### src/rtl/axis_stream_fifo.sv
// axis_stream_fifo
//   AXI-Stream FIFO with first-word-fall-through output. Each stored entry
//   is {tlast, tdata}. Read and write pointers wrap modulo DEPTH.
//   Define AXIS_STREAM_FIFO_PACKET_MODE_EN to hold back the output until a
//   complete packet (a word carrying tlast) is stored, or until the FIFO is
//   full. The full case stops packets longer than DEPTH from deadlocking.
//
// Parameters
//   WIDTH  tdata width in bits (1..64)
//   DEPTH  storage depth in words, a power of 2 (2..1024)
//
// Ports
//   i_clk          clock; every state change happens on its rising edge
//   i_rst          asynchronous active-high reset
//   s_axis_tvalid  upstream word valid
//   s_axis_tready  FIFO can accept a word (registered state only)
//   s_axis_tlast   upstream end-of-packet marker
//   s_axis_tdata   upstream data
//   m_axis_tvalid  head word available downstream
//   m_axis_tready  downstream accepts the head word
//   m_axis_tlast   tlast stored with the head word
//   m_axis_tdata   head word data
//   o_count        number of words stored
module axis_stream_fifo #(
  parameter int WIDTH = 16,
  parameter int DEPTH = 16
) (
  input  logic                     i_clk,
  input  logic                     i_rst,
  input  logic                     s_axis_tvalid,
  output logic                     s_axis_tready,
  input  logic                     s_axis_tlast,
  input  logic [WIDTH-1:0]         s_axis_tdata,
  output logic                     m_axis_tvalid,
  input  logic                     m_axis_tready,
  output logic                     m_axis_tlast,
  output logic [WIDTH-1:0]         m_axis_tdata,
  output logic [$clog2(DEPTH):0]   o_count
);

  localparam int          AW       = $clog2(DEPTH);
  localparam logic [AW:0] FULL_CNT = (AW+1)'(DEPTH);
  localparam logic [AW:0] ONE      = (AW+1)'(1);

  // Up/down level counter step: +1 on inc only, -1 on dec only, else hold.
  function automatic logic [AW:0] next_level(input logic [AW:0] level,
                                             input logic inc,
                                             input logic dec);
    logic [AW:0] result;
    result = level;
    if (inc && !dec)
      result = level + ONE;
    else if (dec && !inc)
      result = level - ONE;
    return result;
  endfunction

  logic [WIDTH:0]  mem [DEPTH];
  logic [AW-1:0]   wr_ptr;
  logic [AW-1:0]   rd_ptr;
  logic [AW:0]     count;
  logic            run;
  logic [WIDTH:0]  head;
  logic            push;
  logic            pop;
  logic            full;

  assign head  = mem[rd_ptr];
  assign full  = (count == FULL_CNT);
  assign push  = s_axis_tvalid & s_axis_tready;
  assign pop   = m_axis_tvalid & m_axis_tready;

  // run is cleared by reset and set on the first edge after release. This
  // keeps tready low for the whole reset and for the rest of that cycle.
  assign s_axis_tready = run & ~full;

`ifdef AXIS_STREAM_FIFO_PACKET_MODE_EN
  logic [AW:0] pkt_cnt;

  // Release the head once a whole packet is stored. A full FIFO with no
  // tlast inside is released as well, because it could never complete.
  assign m_axis_tvalid = (count != '0) & ((pkt_cnt != '0) | full);

  always_ff @(posedge i_clk or posedge i_rst) begin
    if (i_rst)
      pkt_cnt <= '0;
    else
      pkt_cnt <= next_level(pkt_cnt, push & s_axis_tlast, pop & head[WIDTH]);
  end
`else
  assign m_axis_tvalid = (count != '0);
`endif

  assign m_axis_tlast = m_axis_tvalid & head[WIDTH];
  assign m_axis_tdata = head[WIDTH-1:0];
  assign o_count      = count;

  // Storage array; the contents survive reset because the pointers are
  // cleared, so old words can never become visible again.
  always_ff @(posedge i_clk) begin
    if (push)
      mem[wr_ptr] <= {s_axis_tlast, s_axis_tdata};
  end

  // Pointers and level. The AW-bit pointers wrap modulo DEPTH by themselves.
  always_ff @(posedge i_clk or posedge i_rst) begin
    if (i_rst) begin
      wr_ptr <= '0;
      rd_ptr <= '0;
      count  <= '0;
      run    <= 1'b0;
    end else begin
      run <= 1'b1;
      if (push)
        wr_ptr <= wr_ptr + 1'b1;
      if (pop)
        rd_ptr <= rd_ptr + 1'b1;
      count <= next_level(count, push, pop);
    end
  end

endmodule
### config.mk
export PLATFORM = sky130hd
export DESIGN_NAME = axis_stream_fifo
export DESIGN_NICKNAME = d
export VERILOG_FILES = /design/src/rtl/axis_stream_fifo.sv
export SDC_FILE = /design/constraint.sdc
export NUM_CORES = 1
export LEC_CHECK = 0
export CAP_MARGIN = 20
export CORE_MARGIN = 5
export CORE_UTILIZATION = 60
export CTS_BUF_LIST = sky130_fd_sc_hd__clkbuf_4
export DETAILED_ROUTE_END_ITERATION = 16
export PLACE_DENSITY = 0.79
export SKIP_LAST_GASP = 1
export SLEW_MARGIN = 10
export SYNTH_ARGS = -nofsm -noshare
export SYNTH_HDL_FRONTEND = slang
export SYNTH_SLANG_ARGS = --single-unit
export TNS_END_PERCENT = 30
### constraint.sdc
create_clock -name i_clk -period 8.9 [get_ports i_clk]
set_input_delay 0.89 -clock i_clk [delete_from_list [all_inputs] [get_ports i_clk]]
set_output_delay 0.89 -clock i_clk [all_outputs]
set_load 0.02 [all_outputs]
==> impl_metrics.py <==
metrics = {
    "status": {
        "status": "finished clean",
    },
    "logic_synthesis": {
        "syn_inst": 527,
        "yosysWarnings": 0,
        "yosysMostFrequentCell": "edfxtp_1",
        "synth_cell_types": 38,
        "syn_area_um2": 11100,
        "syn-num-nets": 558,
        "ys_ff_latch": 286,
        "synth_edf_count": 272,
        "ys_seq_area_frac": 0.767,
        "async_reset_ff_frac": 0.0490,
        "syn_area_per_cell_um2": 21.1,
        "synthFlopType": "edfxtp_1",
        "netlist.area_leader.share": 0.736,
        "yosys.area.top_type": "edfxtp_1",
        "yosys-top-cells-area": "edfxtp_1, mux4_2, dfrtp_1",
        "synth.top_cells.by_count": "edfxtp_1, mux4_2, a22oi_1",
    },
    "sta": {
        "hold_violations": 0,
        "timing.hold.ws_ps": 576,
        "finalCritPeriodShare": 0.516,
        "finalMaxSlewViolations": 0,
        "max_slew_margin": 0.305,
        "setup_violations": 0,
        "worst_pin_slew_ps": 1040,
        "tns_ps": 0,
        "rsz0062_at_grt": "no",
        "skew_ps": 26.9,
        "fmax_mhz": 218,
        "fin_crit_ps": 4590,
    },
    "worst_setup_path": {
        "max_stage_delay_ps": 910,
        "crit_cells": 5,
        "worstPathRequired_ps": 8010,
        "criticalPathCategory": "reg2out",
        "crit_path_end_kind": "output port",
        "r2r_end": "o_count[4]",
        "worst_setup_path_start_kind": "register",
        "crit_family": "buffers and inverters",
        "rr_worst_depth": 9,
        "cp_slowest_cell": "dfrtp_4",
        "startpoint": "rd_ptr[0]",
        "crit_buf_inv": 2,
        "r2r_slack_ps": 5760,
        "crit_arrival_ps": 3700,
        "reg2reg_from": "o_count[0]",
        "path_max_fanout": 39,
        "crit_end": "m_axis_tdata[13]",
        "worstPathCellList": "buf_4 -> mux4_2 -> a22oi_1 -> nand2_1 -> clkdlybuf4s50_1",
    },
    "global_route": {
        "grt_pass1_vias": 6091,
        "grtUsageMet2": 0.359,
        "grt.met1_usage": 0.284,
        "grt_pass1_wl_um": 34700,
        "antenna_found_initial": 2,
        "grt_max_degree": 73,
        "grt_overflow_total": 0,
        "grt-busiest-layer": "met2",
        "grt_usage": 0.219,
        "grt_use_met3": 0.0645,
    },
    "detailed_routing": {
        "via_count": 5661,
        "antenna_left": 0,
        "viasPerCell": 6.19,
        "drt-pass1-iter-count": 5,
        "drc": 0,
        "first_iter_violations": 417,
        "wl_per_cell_um": 24.8,
        "totalWireLength_um": 22700,
    },
    "clocking": {
        "cts-resized-gates": 0,
        "cts_setup_buffers": 0,
        "cts_tree": "done",
        "root_buffer": "clkbuf_4",
        "htreeDepth": 3,
        "clk_latency_ps": 670,
        "clk_pin_slew_ps": 60,
        "clock_sinks": 286,
        "postCtsHoldBufs": 0,
        "cts_buffer_depth": 3,
        "numCtsBuffers": 72,
    },
    "placed_design": {
        "hpwl_um": 12400,
        "portBuffers": 44,
        "post_dp_cell_area_um2": 11900,
        "placed_cells": 792,
        "gp_congestion": 0.802,
    },
    "pwr": {
        "leakage_uw": 0.00432,
        "vdd_drop_max_v": 0.000173,
        "power_density_nw_per_um2": 314,
        "p_comb_frac": 0.305,
        "total_power_uw": 4030,
        "intPower_uw": 2800,
        "p_seq_frac": 0.419,
        "clkPwrFrac": 0.276,
        "p_sw_uw": 1230,
        "netSwitchingFraction": 0.305,
    },
    "die": {
        "die_area_um2": 21300,
        "row_count": 49,
        "fp.dieH_um": 146,
        "die_w_um": 146,
        "io_pins": 45,
        "start_util": 0.614,
        "fp.coreArea_um2": 18100,
    },
    "finish": {
        "syn2layout_area_growth_pct": 15.7,
        "layout-drive-gt1-share": 0.329,
        "nets": 668,
        "final_cells": 914,
        "fin_area_um2": 12800,
    },
    "min_path": {
        "min_path_type": "reg2reg",
    },
    "job": {
        "maxCapViolCount": 0,
    },
}
## area by class of cell
cell class | instances | area [µm²]
diodes | 2 | 5.00
clock buffers | 107 | 803
clock inverters | 13 | 128
fillers | 1078 | 5240
inverters | 7 | 26.3
multi-input cells | 205 | 2470
flip-flops and latches | 286 | 8520
well taps | 229 | 287
repair buffers | 65 | 598
## cells by family after synthesis
| logic type | after synthesis | synth area share |
|---|---|---|
| flops | 286 | 0.767 |
| mux | 73 | 0.140 |
| simple gates | 66 | 0.0277 |
| compound gates | 46 | 0.0308 |
| buf+inv | 36 | 0.0142 |
| fa+ha+maj | 10 | 0.0119 |
| xor+xnor | 9 | 0.00710 |
| other cells | 1 | 0.000338 |
## how the worst min path moves through the flow
| stage | end | cells past startpoint | start |
|---|---|---|---|
| CTS | run | 2 | i_rst |
| global route | run | 2 | i_rst |
| global placement | o_count[2] | 2 | o_count[2] |
| detailed placement | o_count[0] | 1 | o_count[0] |
| floorplan | rd_ptr[2] | 2 | rd_ptr[2] |
| finish | o_count[0] | 1 | o_count[0] |
## per-stage QoR
| step | setup WS (ps) | utilization |
|---|---|---|
| detailed placement | 4860 | 0.658 |
| floorplan | 5920 | - |
| global route | 3950 | 0.710 |
| global placement | 4890 | 0.658 |
| finish | 4310 | 0.710 |
| CTS | 4150 | 0.710 |
## flip-flops by register name, summed over array words and instances, names as in the netlist
name and cells:
mem 272, o_count 5, rd_ptr 4, run 1
wr_ptr 4
## power groups by stage
stage / sequential, µW / clock [µW] / combinational, µW
final: 1690 / 1110 / 1230
after CTS: 1690 / 1140 / 1240
after global routing: 1700 / 1220 / 1310
after floorplan: 1640 / 0 / 865
after global placement: 1710 / 0 / 1200
after detailed placement: 1720 / 0 / 1230
## cell usage in the layout (no fill, tap or decap), types with 4 or more instances in the layout
cell,netlist,layout
edfxtp_1,272,272
mux4_2,66,66
mux2i_1,5,5
inv_1,7,7
a22oi_1,32,32
dfrtp_1,14,12
nor2b_1,5,5
clkinv_1,0,6
clkdlybuf4s50_1,0,44
clkbuf_4,0,107
nor2_2,0,12
buf_4,0,21
nor3_2,0,4
inv_2,0,4
xnor2_1,6,6
nor2_1,17,5
nand2_1,27,27
ha_1,9,9
## worst register-to-register path: cells and delay by family (launching register included)
kind                       cells  cell delay (ps)
buffers and inverters          1              170
and+or+nand+nor                2              700
adders and majority gates      2              620
AOI/OAI and AO/OA              4             1090
DFF                            1              440
## per-layer routing
layer  wire length (µm)  vias to the layer above
li1                   -                     2428
met1               8440                     2921
met2              11800                      270
met3               1940                       42
met4                469                        0
met5                  0                        -
(Power assumes the default switching activity.)
==> variant 1 (same flow settings) <==
`DEPTH`: 16 -> 32.
--- a/src/rtl/axis_stream_fifo.sv
+++ b/src/rtl/axis_stream_fifo.sv
@@ -24,5 +24,5 @@
 module axis_stream_fifo #(
   parameter int WIDTH = 16,
-  parameter int DEPTH = 16
+  parameter int DEPTH = 32
 ) (
   input  logic                     i_clk,
Interface: changed (resized o_count); port bits go from 45 to 46. No check against the original RTL was run, so the function may have changed too.
==> variant 1 against the unedited design <==
- clock power up 87%
- sequential cell count rose by 275
- largest power group unchanged
- synthesized area is 99% higher
- cell area rose by 96%
- wire length rose by 120%
- setup slack got worse by 730 ps
- die area increased by 91%
- fmax fell by 14%
- total power grew 88%
- clock skew grew 25 ps
- critical path type unchanged
- critical path depth up 1
- critical endpoint is now m_axis_tdata[14]
==> variant 1: results (changes against the unedited design) <==
synth:
  synth-compound-area-share_pct: 2.20  # was 3.08%
  ys_seq_area_share_pct: 75.9  # was 76.7%
  synth_ff_type: "edfxtp_1"  # unchanged
  synth.distinct_cells: 45  # was 38
  muxShareOfSynthArea_pct: 15.0  # was 14.0%
  mappedNetlistNets: 1179  # was 558
  yosysWarnings: 0  # unchanged
  synth_edf_count: 544  # was 272
  yosys-top-cells-count: "edfxtp_1, mux2i_1, nand2_1"  # was edfxtp_1, mux4_2, a22oi_1
  synthXorXnorAreaFrac_pct: 0.476  # was 0.710%
  synthArstFlopShare_pct: 3.03  # was 4.90%
  yosys-top-cells-area: "edfxtp_1, mux4_2, mux2i_1"  # was edfxtp_1, mux4_2, dfrtp_1
  synth_adder_area_share_pct: 0.657  # was 1.19%
detailed_routing:
  dr.pass1.iters: 8  # was 5
  drtIter0Drc: 1419  # was 417
  wl_per_cell_um: 26.3  # was 24.8 um
  vias_per_cell: 6.23  # was 6.19
clocking:
  cts.clk_slew.worst_paths_ps: 70
  cts_resized: 0  # unchanged
  clockBufferDepth: 3  # unchanged
  post-cts-setup-buffers: 0  # unchanged
  htreeDepth: 4  # was 3
  insertion_delay_ps: 810  # was 670 ps
  cts_root_buf: "clkbuf_4"  # unchanged
  cts_buffers: 136  # was 72
grt:
  grt_pass1_vias: 12321  # was 6091
  grt_first_pass_wirelength_mm: 74.6  # was 34.7 mm
  grt_max_degree: 112  # was 73
  grt_usage_pct: 24.5  # was 21.9%
  antenna_found_initial: 3  # was 2
worst_setup_path:
  critPathArrivalTime_ps: 4440  # was 3700 ps
  crit_path_max_fanout: 43  # was 39
final_layout:
  drive_above_1_share_pct: 29.0  # was 32.9%
  largest_reg_flops: 544  # was 272
  regMostFlops: "mem"  # unchanged
  fillers: 2244  # was 1078
  nNetsFinal: 1352  # was 668
placement:
  dp_slack_ps: 4290  # was 4860 ps
  hpwl_mm: 28.3  # was 12.4 mm
  portBuffers: 45  # was 44
  gp_congestion: 0.772  # was 0.802
timing:
  finalHoldViolCount: 0  # unchanged
  fin_skew_ps: 51.4  # was 26.9 ps
  maxSlewHeadroom_pct: 27.1  # was 30.5%
power_and_ir_drop:
  p_leak_nw: 8.50  # was 4.32 nW
  irDropWorstVdd_uv: 210  # was 173 uV
hold_path:
  hp-class: "input port to asynchronous set/reset pin"  # was register to register
run_status:
  status: "completed"  # unchanged
==> variant 1: through the flow <==
stage | area [sq um] | cells | util (%) | power (mW)
after floorplan | 22100 | 1147 | - | 4.78
after global placement | 23200 | 1633 | 63.4 | 5.49
after detailed placement | 23200 | 1638 | 63.6 | 5.55
after CTS | 24900 | 1864 | 68.3 | 7.61
after global routing | 25100 | 1877 | 68.8 | 7.93
final | 25100 | 1878 | 68.8 | 7.58
==> variant 1: kinds of logic after synthesis <==
kind of cell / count (synthesis)
DFF: 561
muxes: 237
and+or+nand+nor: 189
buffers and inverters: 70
AOI/OAI and AO/OA: 66
xor gates and xnor gates: 12
adders and majority gates: 11
other: 1
==> variant 1: final timing paths <==
path	from	endpoint	slack, ps	depth (start not counted)
worst min register to register	rd_ptr[4]	rd_ptr[4]	560	1
worst max-delay path	rd_ptr[0]	m_axis_tdata[14]	3570	6
min in group i_clk	rd_ptr[4]	rd_ptr[4]	560	1
max in group asynchronous	i_rst	rd_ptr[1]	7800	2
worst max register to register	o_count[0]	o_count[5]	5660	9
worst min-delay path	i_rst	rd_ptr[2]	520	2
==> variant 1: area by class of cell <==
type | count | share of cell area (%)
timing repair buffer | 99 | 3.99
tap | 468 | 2.33
sequential | 561 | 66.8
antenna | 2 | 0.0199
clock inverter | 33 | 1.00
multi-input combinational | 516 | 20.0
clock buffer | 193 | 5.77
inverter | 6 | 0.0897
==> variant 1: report_power, final <==
part | internal (mW) | total (mW) | switching (mW)
clock network | 1.11 | 2.08 | 0.965
registers | 3.01 | 3.18 | 0.172
logic | 1.04 | 2.32 | 1.28
==> variant 1: critical path: stages, from the launching register on <==
cell	delay (ps)
dfrtp_4	880
buf_4	760
mux4_2	600
mux2_2	280
nand2_1	90
nand4_1	250
clkdlybuf4s50_1	690
==> variant 1: routing by layer <==
layer / GRT usage [%] / wire, um / up-vias
li1: - / - / 5036
met1: 33.0 / 18600 / 5881
met2: 39.5 / 24600 / 683
met3: 6.21 / 4650 / 97
met4: 8.62 / 1450 / 2
met5: 0 / 16 / -
==> variant 2 (config.mk and constraints unchanged) <==
Made on the original files. Put one more register stage on the output `o_count`, cleared by the reset. The value now appears one clock later. The other outputs are not delayed to match.
--- a/src/rtl/axis_stream_fifo.sv
+++ b/src/rtl/axis_stream_fifo.sv
@@ -94,5 +94,11 @@
   assign m_axis_tlast = m_axis_tvalid & head[WIDTH];
   assign m_axis_tdata = head[WIDTH-1:0];
-  assign o_count      = count;
+  always_ff @(posedge i_clk or posedge i_rst) begin
+    if (i_rst) begin
+      o_count <= '0;
+    end else begin
+      o_count <= count;
+    end
+  end
 
   // Storage array; the contents survive reset because the pointers are
Check against the original RTL: not equivalent (a bounded check fails within 4 cycles, from zero or initial values and one cycle with i_rst high).
==> variant 2 against the unedited design <==
- final cell count increased by 1.9%
- cell area up 0.61%
- first-iteration DRC count is 47% higher
- synthesized area is 1.1% higher
- critical path depth did not move
- sequential cell count grew 5
- non-clock buffer count up 1
- highest routed layer unchanged
- core utilization shrank 1.5 points
- hold slack got worse by 120 ps
- wire length decreased by 0.11%
- fmax rose by 2.1%
- total power down 1.3%
- setup slack improved by 95 ps
==> variant 2: results (changes against the unedited design) <==
grt:
  antenna_found_initial: 1  # was 2
  grt_max_degree: 53  # was 73
  globalRouteMet1Util_pct: 29.1  # was 28.4%
  grt_util_met3_pct: 4.69  # was 6.45%
  grt_usage_pct: 21.8  # was 21.9%
  grt.met2_usage_pct: 35.4  # was 35.9%
  grt_pass1_vias: 6135  # was 6091
  grt_first_pass_wirelength_mm: 35.1  # was 34.7 mm
run_status:
  status: "completed"  # unchanged
power_and_ir_drop:
  p_leak_nw: 4.34  # was 4.32 nW
  irDropWorstVdd_uv: 170  # was 173 uV
detailed_routing:
  via_count: 5697  # was 5661
  wl_per_cell_um: 24.3  # was 24.8 um
  dr.pass1.iters: 5  # unchanged
  top_layer: "met4"  # unchanged
  met2_length_mm: 11.6  # was 11.8 mm
  drtIter0Drc: 613  # was 417
  drc: 0  # unchanged
  route.met3.wl_mm: 1.78  # was 1.94 mm
  met1_length_mm: 8.68  # was 8.44 mm
clocking:
  cts.clk_slew.worst_paths_ps: 70
  cts_root_buf: "clkbuf_4"  # unchanged
  post-cts-setup-buffers: 0  # unchanged
  clockBufferDepth: 3  # unchanged
  cts_resized: 0  # unchanged
  insertion_delay_ps: 670  # about the same
  cts_buffers: 72  # unchanged
synth:
  synth.distinct_cells: 39  # was 38
  ys_seq_area_share_pct: 77.0  # was 76.7%
  yosys-top-cells-area: "edfxtp_1, mux4_2, dfrtp_1"  # unchanged
  yosys-top-cells-count: "edfxtp_1, mux4_2, a22oi_1"  # unchanged
  mappedNetlistNets: 564  # was 558
  synthArstFlopShare_pct: 6.53  # was 4.90%
timing:
  slew_violations: 0  # unchanged
  worst_pin_slew_ps: 990  # was 1040 ps
  fin_skew_ps: 50.9  # was 26.9 ps
final_layout:
  fillers: 1117  # was 1078
  drive_above_1_share_pct: 31.2  # was 32.9%
  nNetsFinal: 675  # was 668
placement:
  hpwl_mm: 12.8  # was 12.4 mm
  gp_congestion: 0.783  # was 0.802
worst_setup_path:
  critPathArrivalTime_ps: 3610  # was 3700 ps
  critPathSlowestCell: "dfrtp_2"  # was dfrtp_4
  critical_path.max_stage_delay_ps: 890  # was 910 ps
variant 2: cell count changes after synthesis, sizes merged:
cell,before,now
clkbuf,14,12
mux2i,5,4
buf,15,17
dfrtp,14,19
o21ai,4,5
nand2,28,29
variant 2: kinds of logic after synthesis:
kind of cell,synth area share (%)
multiplexers,13.8
AND/OR/NAND/NOR,2.78
flip-flops,77.0
XOR/XNOR,0.702
adder cells (fa/ha/maj),1.18
AO/OA/AOI/OAI,3.09
buffers and inverters,1.43
other,0.0334
variant 2: where the power goes:
| part | switching, mW | internal, mW |
|---|---|---|
| combinational | 0.622 | 0.605 |
| sequential | 0.126 | 1.60 |
| clock | 0.491 | 0.527 |
| total | 1.24 | 2.74 |
variant 2: path summary, 6_finish.rpt:
check / start / endpoint / slack (ps) / cells past startpoint
worst min register to register: count[2] / o_count[2] / 450 / 0
worst max register to register: count[3] / count[4] / 5770 / 9
min in group asynchronous: i_rst / rd_ptr[0] / 670 / 2
worst min-delay path: count[2] / o_count[2] / 450 / 0
worst max-delay path: rd_ptr[1] / m_axis_tlast / 4400 / 5
max in group asynchronous: i_rst / rd_ptr[0] / 7680 / 2
variant 2: cell type report:
type	count	area share, %
timing repair buffer	66	4.84
tap	234	2.27
sequential	291	66.9
clock inverter	23	0.668
antenna	2	0.0387
inverter	7	0.203
clock buffer	102	5.93
multi-input combinational	206	19.1
variant 2: metrics by stage:
stage	utilization (%)	area, sq um	cells	hold WS (ps)	setup slack [ps]
2_1_floorplan	-	11200	533	419	6020
3_3_place_gp	64.8	12000	803	452	4870
3_5_place_dp	64.8	12000	803	448	4880
4_1_cts	69.4	12900	928	461	4150
5_1_grt	69.5	12900	931	483	4190
6_report	69.5	12900	931	452	4400
